--- src/rtl/pmc_shifter_if.sv ---
// Bundle of control, status and serial matrix signals for the pixel-matrix shifter.
// The slave side is the shifter; the master side is the controller or the matrix model.
interface pmc_shifter_if #(
  parameter int LANES = 16,
  parameter int WIDTH = 32
);
  logic                   start;
  logic                   abort;
  logic [5:0]             bit_cnt;
  logic [7:0]             half_period;
  logic [LANES*WIDTH-1:0] dout_in;
  logic [LANES*WIDTH-1:0] din_out;
  logic                   busy;
  logic                   done;
  logic                   clk_sh;
  logic [LANES-1:0]       sh_dout;
  logic [LANES-1:0]       sh_din;

  modport master (
    output start, abort, bit_cnt, half_period, dout_in, sh_din,
    input  din_out, busy, done, clk_sh, sh_dout
  );

  modport slave (
    input  start, abort, bit_cnt, half_period, dout_in, sh_din,
    output din_out, busy, done, clk_sh, sh_dout
  );
endinterface

--- src/rtl/pmc_shifter.sv ---
// Parallel pixel-matrix shifter: clocks bit_cnt bits through LANES serial lanes,
// MSB first, capturing the returning bits into the same lane registers.
//
// state | meaning
// IDLE  | waiting for start; parameters and lane data latched on start
// LOW   | clk_sh low phase, half_period cycles
// HIGH  | clk_sh high phase, half_period cycles; lanes shift on its last cycle
// DONE  | lane registers copied to din_out, done pulse follows
module pmc_shifter #(
  parameter int LANES = 16,
  parameter int WIDTH = 32
) (
  input logic          clk,
  input logic          rst,
  pmc_shifter_if.slave bus
);

  typedef enum logic [1:0] {IDLE, LOW, HIGH, DONE} state_t;

  state_t                         state_q, state_d;
  logic [LANES-1:0][WIDTH-1:0]    lane_q;
  logic [LANES*WIDTH-1:0]         din_q;
  logic [5:0]                     rem_q;
  logic [7:0]                     hp_q;
  logic [7:0]                     ph_q;
  logic                           clk_sh_q;
  logic                           done_q;
  logic                           load;
  logic                           shift;
  logic                           finish;
  logic [5:0]                     cnt_sat;
  logic [7:0]                     hp_adj;

  assign cnt_sat = (bus.bit_cnt > 6'd32) ? 6'd32 : bus.bit_cnt;
  assign hp_adj  = (bus.half_period == 8'd0) ? 8'd1 : bus.half_period;

  // Next-state and phase-event decode; abort overrides everything outside IDLE.
  always_comb begin
    state_d = state_q;
    load    = 1'b0;
    shift   = 1'b0;
    finish  = 1'b0;
    case (state_q)
      IDLE: begin
        if (bus.start) begin
          load    = 1'b1;
          state_d = (cnt_sat == 6'd0) ? DONE : LOW;
        end
      end
      LOW: begin
        if (ph_q == 8'd0) state_d = HIGH;
      end
      HIGH: begin
        if (ph_q == 8'd0) begin
          shift   = 1'b1;
          state_d = (rem_q == 6'd1) ? DONE : LOW;
        end
      end
      DONE: begin
        finish  = 1'b1;
        state_d = IDLE;
      end
      default: state_d = IDLE;
    endcase
    if (bus.abort && state_q != IDLE) begin
      state_d = IDLE;
      shift   = 1'b0;
      finish  = 1'b0;
    end
  end

  // State register.
  always_ff @(posedge clk or posedge rst) begin
    if (rst) state_q <= IDLE;
    else     state_q <= state_d;
  end

  // Latched parameters, phase down-counter and remaining-bits counter.
  always_ff @(posedge clk or posedge rst) begin
    if (rst) begin
      rem_q <= 6'd0;
      hp_q  <= 8'd0;
      ph_q  <= 8'd0;
    end else if (load) begin
      rem_q <= cnt_sat;
      hp_q  <= hp_adj;
      ph_q  <= hp_adj - 8'd1;
    end else if (state_q == LOW || state_q == HIGH) begin
      ph_q <= (ph_q == 8'd0) ? hp_q - 8'd1 : ph_q - 8'd1;
      if (shift) rem_q <= rem_q - 6'd1;
    end
  end

  // Lane registers: parallel load on start, shift left with sh_din entering bit 0.
  always_ff @(posedge clk or posedge rst) begin
    if (rst) begin
      lane_q <= '0;
    end else if (load) begin
      lane_q <= bus.dout_in;
    end else if (shift) begin
      for (int k = 0; k < LANES; k++)
        lane_q[k] <= {lane_q[k][WIDTH-2:0], bus.sh_din[k]};
    end
  end

  // Registered outputs: clk_sh follows the upcoming state so it is glitch-free,
  // done and din_out update together when DONE completes without abort.
  always_ff @(posedge clk or posedge rst) begin
    if (rst) begin
      clk_sh_q <= 1'b0;
      done_q   <= 1'b0;
      din_q    <= '0;
    end else begin
      clk_sh_q <= (state_d == HIGH);
      done_q   <= finish;
      if (finish) din_q <= lane_q;
    end
  end

  // MSB of each lane is presented to the matrix.
  always_comb begin
    bus.sh_dout = '0;
    for (int k = 0; k < LANES; k++)
      bus.sh_dout[k] = lane_q[k][WIDTH-1];
  end

  assign bus.busy    = (state_q != IDLE);
  assign bus.done    = done_q;
  assign bus.clk_sh  = clk_sh_q;
  assign bus.din_out = din_q;

endmodule

--- src/flat_wrapper.sv ---
// flat-port wrapper written by rule: the top's interface ports become plain ports
module pmc_shifter_flat 
#(
  parameter int LANES = 16,
  parameter int WIDTH = 32
)
  (clk, rst, bus_start, bus_abort, bus_bit_cnt, bus_half_period, bus_dout_in, bus_sh_din, bus_din_out, bus_busy, bus_done, bus_clk_sh, bus_sh_dout);
  pmc_shifter_if #(.LANES(LANES), .WIDTH(WIDTH)) bus_i ();
  input logic clk;
  input logic rst;
  input wire logic [$bits(bus_i.start)-1:0] bus_start;
  input wire logic [$bits(bus_i.abort)-1:0] bus_abort;
  input wire logic [$bits(bus_i.bit_cnt)-1:0] bus_bit_cnt;
  input wire logic [$bits(bus_i.half_period)-1:0] bus_half_period;
  input wire logic [$bits(bus_i.dout_in)-1:0] bus_dout_in;
  input wire logic [$bits(bus_i.sh_din)-1:0] bus_sh_din;
  output wire logic [$bits(bus_i.din_out)-1:0] bus_din_out;
  output wire logic [$bits(bus_i.busy)-1:0] bus_busy;
  output wire logic [$bits(bus_i.done)-1:0] bus_done;
  output wire logic [$bits(bus_i.clk_sh)-1:0] bus_clk_sh;
  output wire logic [$bits(bus_i.sh_dout)-1:0] bus_sh_dout;
  assign bus_i.start = bus_start;
  assign bus_i.abort = bus_abort;
  assign bus_i.bit_cnt = bus_bit_cnt;
  assign bus_i.half_period = bus_half_period;
  assign bus_i.dout_in = bus_dout_in;
  assign bus_i.sh_din = bus_sh_din;
  assign bus_din_out = bus_i.din_out;
  assign bus_busy = bus_i.busy;
  assign bus_done = bus_i.done;
  assign bus_clk_sh = bus_i.clk_sh;
  assign bus_sh_dout = bus_i.sh_dout;
  pmc_shifter #(.LANES(LANES), .WIDTH(WIDTH)) u_core (.clk(clk), .rst(rst), .bus(bus_i));
endmodule
--- config.mk ---
export PLATFORM = sky130hd
export DESIGN_NAME = pmc_shifter_flat
export DESIGN_NICKNAME = d
export VERILOG_FILES = /design/src/rtl/pmc_shifter_if.sv /design/src/rtl/pmc_shifter.sv /design/src/flat_wrapper.sv
export SDC_FILE = /design/constraint.sdc
export NUM_CORES = 2
export LEC_CHECK = 0
export CAP_MARGIN = 20
export CORE_AREA = 2 2 416 418
export CTS_CLUSTER_DIAMETER = 50
export DETAILED_ROUTE_END_ITERATION = 16
export DIE_AREA = 0 0 418 420
export DONT_BUFFER_PORTS = 1
export SYNTH_ARGS = -nofsm -noshare
export SYNTH_HDL_FRONTEND = slang
export SYNTH_SLANG_ARGS = --single-unit
--- constraint.sdc ---
create_clock -name clk -period 34.2 [get_ports clk]
set_input_delay 5.13 -clock clk [delete_from_list [all_inputs] [get_ports clk]]
set_output_delay 5.13 -clock clk [all_outputs]
set_load 0.01 [all_outputs]
After elaboration in Yosys (flattened, before gate mapping) --
Cells that the tools add are included.
Operators by class: add/subtract/negate cells 4, $lt $le $gt $ge 1, equal/unequal tests 5, multiplexer cells 24, reduce and logical (&&, ||, !) cells 10
Operators with widths (count):
- two-way mux 512 bit | 2
- two-way mux 8 bit | 4
- two-way mux 6 bit | 4
- subtractor 8 x 1 -> 8 bit (second input constant) | 3
- logical NOT 8 bit | 2
- two-way mux 2 bit | 6
- case mux 2 bit (4 select lines) | 1
- two-way mux 1 bit | 7
- equality test 2 bit (second input constant) | 3
- equality test 6 x 1 -> 1 bit (second input constant) | 1
- greater-than comparator 6 bit (second input constant) | 1
- logical NOT 6 bit | 1
- nonzero test 2 bit | 3
- subtractor 6 x 1 -> 6 bit (second input constant) | 1
- equality test 2 x 1 -> 1 bit (second input constant) | 1
- logical NOT 2 bit | 1
- AND reduction 2 bit | 1
- logical AND 1 bit | 1
- logical OR 1 bit | 1
Word-level totals: register bits 1050, input port bits 546, output and inout bits 531, word-level logic and storage cells 67

Depth between registers and ports, before layout --
depth in word-level cells 8, depth in mapped cells 14, depth with buffers taken out 10

Worst setup path before layout --
No wires, ideal clock.
kind in2reg, start in bus_start, end reg u_core.ph_q[6], setup time 0.132 ns, data arrival time 7.101 ns, required time 34.068 ns, slack 26.967 ns, stages on the path 11, buffers on the path 4, cell sequence and2_1 > clkbuf_1 > buf_2 > clkbuf_1 > clkbuf_1 > o21a_1 > ha_1 > inv_1 > nor4b_1 > xnor2_1 > o21ai_0
Between the ends: word-level cells in the longest chain between the ends 3, elaborated cells between the ends (all ways) 4, those cells by class mux: 3; reduce/logical: 1
RTL lines:
- start, declared | RTL line flat_wrapper.sv:11 | input wire logic [$bits(bus_i.start)-1:0] bus_start;
- two-way mux 1 bit * | RTL line pmc_shifter.sv:45 | if (bus.start) begin
- two-way mux 1 bit * | RTL line pmc_shifter.sv:43 | case (state_q)
- two-way mux 8 bit / nonzero test 2 bit (equally long branches)
- end signal, assigned | RTL line pmc_shifter.sv:87 | ph_q <= hp_adj - 8'd1;
- end signal, assigned | RTL line pmc_shifter.sv:89 | ph_q <= (ph_q == 8'd0) ? hp_q - 8'd1 : ph_q - 8'd1;
- end, declared | RTL line pmc_shifter.sv:25 | logic [7:0] ph_q;
Every way passes the cells marked *; elsewhere a longest branch is shown, timed or not. A chain may end at the register's enable or synchronous reset.

Worst setup path in the final report --
start in bus_start, end reg u_core.lane_q[117] (netlist name)
Between the ends: word-level cells in the longest chain between the ends 3, elaborated cells between the ends (all ways) 4, those cells by class mux: 3; reduce/logical: 1
RTL lines:
- two-way mux 1 bit * | RTL line pmc_shifter.sv:45
- two-way mux 1 bit * | RTL line pmc_shifter.sv:43
- two-way mux 512 bit / nonzero test 2 bit (equally long branches)
- end signal, assigned | RTL line pmc_shifter.sv:99 | lane_q <= bus.dout_in;
- end signal, assigned by index | RTL line pmc_shifter.sv:102 | lane_q[k] <= {lane_q[k][WIDTH-2:0], bus.sh_din[k]};
- end, declared | RTL line pmc_shifter.sv:21 | logic [LANES-1:0][WIDTH-1:0] lane_q;
Marked as above.

==> run summary <==
Status - complete, but fails checks
Failing checks - DRC
Worst r2r path cells - 10
Starting DRC count in detailed routing - 3550
Worst path slowest cell - buf_4
GP Congestion - 0.9513
Die area - 0.1756 mm2
CP Data Arrival Time - 10.09 ns
Final worst-path cycle share - 0.2745
Crit start category - primary input
Setup TNS - 0 ns
Cell variety after synth - 43
Least-Margin Pin Slew - 1.095 ns
Final setup vio count - 0
Clock transition at the registers of the reported paths - 0.06 ns
Syn Std Cell Area - 0.04352 mm2
Vias in the first global route - 34050
Worst reg2reg startpoint - u_core.ph_q[5]$_DFFE_PP0N_
Dpl cells - 7071
Worst skew pair latency - 0.81 ns
Total of max-cap violations - 0
Internal Power - 0.003228 W
Post-DP HPWL - 120800 um
Most Frequent Cell on Critical Path - buf_4
Fmax - 0.1065 GHz
Register bit count reported by yosys - 1050
Cell count after synthesis - 5148
Yosys warning count - 0
Main synth FF type - dfrtp_1
All-layer global routing usage - 0.1845
Fill cells - 18180
Switch Pwr - 0.002378 W
Fin Clk Skew - 0.03694 ns
Register area - 0.02628 mm2
CP max FO - 104
Post-synth top area cell - dfrtp_1
Share of the yosys chip area belonging to registers - 0.6038
R2R Setup Slk - 28.16 ns
WS Path Type - primary input to flip-flop
Setup bufs post-CTS - 0
Fin crit period - 9.386 ns
Non-Filler Instances - 7343
Htree depth - 4
Max-slew headroom - 0.2703
RSZ-0062 raised after global routing - no
Hold path cells - 2
Critical path buffers and inverters - 5
Initial antenna violation count - 37
Sequential Power Share - 0.476
CTS tree - done
Largest net degree at the start of global routing - 223
Worst min path class - flip-flop to flip-flop
Final net count - 5535
Share of cells above drive strength 1 - 0.05641
Top delay family on crit path - buffers and inverters
Crit-path max cell delay - 0.88 ns
Mean post-synth cell area - 8.453 um2
Post-synth top cells - nand2_1, dfrtp_1, nor2_1, a31oi_1, clkbuf_1
Via count - 35550
Post-CTS Resized - 0
Overflow left after global routing - 0
Syn nets - 5702
Drt wl/cell - 22.92 um
Vias per std cell - 4.841
First-pass GRT wire length - 241200 um
Hold Path Sink - u_core.hp_q[3]$_DFFE_PP0N_
Logic pwr share - 0.259
Footprint of the multi-input gates - 0.01562 mm2
Number of flops mapped to enable cells by yosys - 0
Buffers on Ports - 0
LEAKAGE - 23.61 nW
Hold buffer count at CTS - 0
Clock sinks - 1050
Synth async-reset ratio - 1.000
Sw Share - 0.4242
Area grow syn2layout - 14.75%
TritonCTS Buffers - 140
CTS Buffer Depth - 3
R2R Path End - u_core.lane_q[117]$_DFFE_PP0P_
Std-Cell Rows - 152
Clock power share - 0.265
Total core area - 0.1710 mm2
Cell Pwr Density - 112.3 mW/mm2
TritonRoute pass-1 iters - 14
Synth area leaders - dfrtp_1, nand2_1, a31oi_1
Crit-path cells - nand2_4 > o21ai_4 > buf_4 > buf_4 > buf_4 > buf_4 > buf_4 > nor2_1 > a31oi_1
WL final - 168300 um
Final hold viol count - 0
Post-synth top area share - 0.6038
Die width - 418 um
Final ANT Viol Nets - 0
Most common cell in the netlist - nand2_1
# DRC - 4
Die Y - 420 um
Hold path start - u_core.hp_q[3]$_DFFE_PP0N_
Pins Over Slew Limit - 0
Req. time, crit path - 34.90 ns
Root Buffer - clkbuf_16
Io pins - 1077
VDD IR max - 49.22 uV
Critical path capture point type - flip-flop
Initial core utilization - 0.2545
flip-flops by register name (all words and copies together), names as in the netlist:
name and cells:
u_core.bus.clk_sh 1, u_core.state_q 2, u_core.lane_q 496, u_core.ph_q 8, u_core.bus.sh_dout 16, u_core.hp_q 8
u_core.bus.done 1, u_core.bus.din_out 512, u_core.rem_q 6
kinds of logic (layout without fill, tap and decap cells):
logic type                 count (synthesis)  in the layout  synth area share
xor gates and xnor gates                   5              5          0.001007
DFF                                     1050           1050            0.6038
buffers and inverters                    372            312           0.03787
other                                      0             22                 0
and+or+nand+nor                         3147           3147            0.2732
adders and majority gates                  8              8          0.002300
AOI/OAI and AO/OA                        566            566           0.08180
routing by layer:
| layer | up-vias | global-route usage | share of wire |
|---|---|---|---|
| met4 | 30 | 0.08524 | 0.042 |
| li1 | 16160 | - | - |
| met5 | - | 0 | 0.0014 |
| met3 | 334 | 0.06343 | 0.085 |
| met1 | 17670 | 0.2277 | 0.40 |
| met2 | 1365 | 0.2890 | 0.47 |
through the flow:
stage	area, um2	hold WS, ns	total power (W)	setup slack [ns]	utilization
2_1_floorplan	43520	0.4376	0.003517	14.59	-
3_3_place_gp	45150	0.4605	0.004090	24.17	0.2641
3_5_place_dp	45150	0.4742	0.004142	24.13	0.2641
4_1_cts	49850	0.4854	0.005649	25.00	0.2916
5_1_grt	49920	0.5125	0.005979	24.37	0.2920
6_report	49930	0.4796	0.005605	24.81	0.2921
power by group through the flow:
stage               sequential, W  clock, W  combinational (W)
finish                    0.00267   0.00149            0.00145
global route              0.00273   0.00157            0.00168
CTS                       0.00268   0.00151            0.00146
detailed placement        0.00269         0            0.00145
global placement          0.00268         0            0.00141
floorplan                 0.00233         0            0.00119
how the worst max path moves through the flow:
stage / slack (ns) / startpoint / end / cells past startpoint
global route: 24.37 / bus_start / u_core.lane_q[152]$_DFFE_PP0P_ / 9
detailed placement: 24.13 / bus_start / u_core.lane_q[100]$_DFFE_PP0P_ / 8
floorplan: 14.59 / rst / u_core.bus.clk_sh$_DFF_PP0_ / 1
CTS: 25.00 / bus_start / u_core.lane_q[119]$_DFFE_PP0P_ / 8
global placement: 24.17 / bus_start / u_core.lane_q[158]$_DFFE_PP0P_ / 9
finish: 24.81 / bus_start / u_core.lane_q[117]$_DFFE_PP0P_ / 9
placed cells by master (no fill, tap or decap), drive strengths merged, types with 3 or more instances in the layout:
cell	count
xnor2	3
a31oi	515
o21ai	20
bufinv	7
nor2	532
a21oi	8
a211oi	3
dfrtp	1050
clkinv	24
nor3	3
a211o	3
buf	53
diode	22
inv	24
clkbuf	191
ha	8
nor4	4
clkinvlp	13
nand2	2594
nor4b	3
worst reg2reg max path: stages (launching register included):
cell	delay, ns
dfrtp_1	0.42
nor4_1	0.61
nand2_1	0.33
o21ai_4	0.27
buf_4	0.68
buf_4	0.81
buf_4	0.72
buf_4	0.93
buf_4	0.87
nor2_1	0.15
a31oi_1	0.18
final cells by class:
cell class,count,share of cell area
diodes,22,0.001103
clock buffers,191,0.08006
clock inverters,58,0.01406
inverters,10,0.0009772
multi-input cells,3726,0.3128
flip-flops and latches,1050,0.5262
well taps,2233,0.05595
repair buffers,53,0.008870
(Power assumes the default switching activity.)
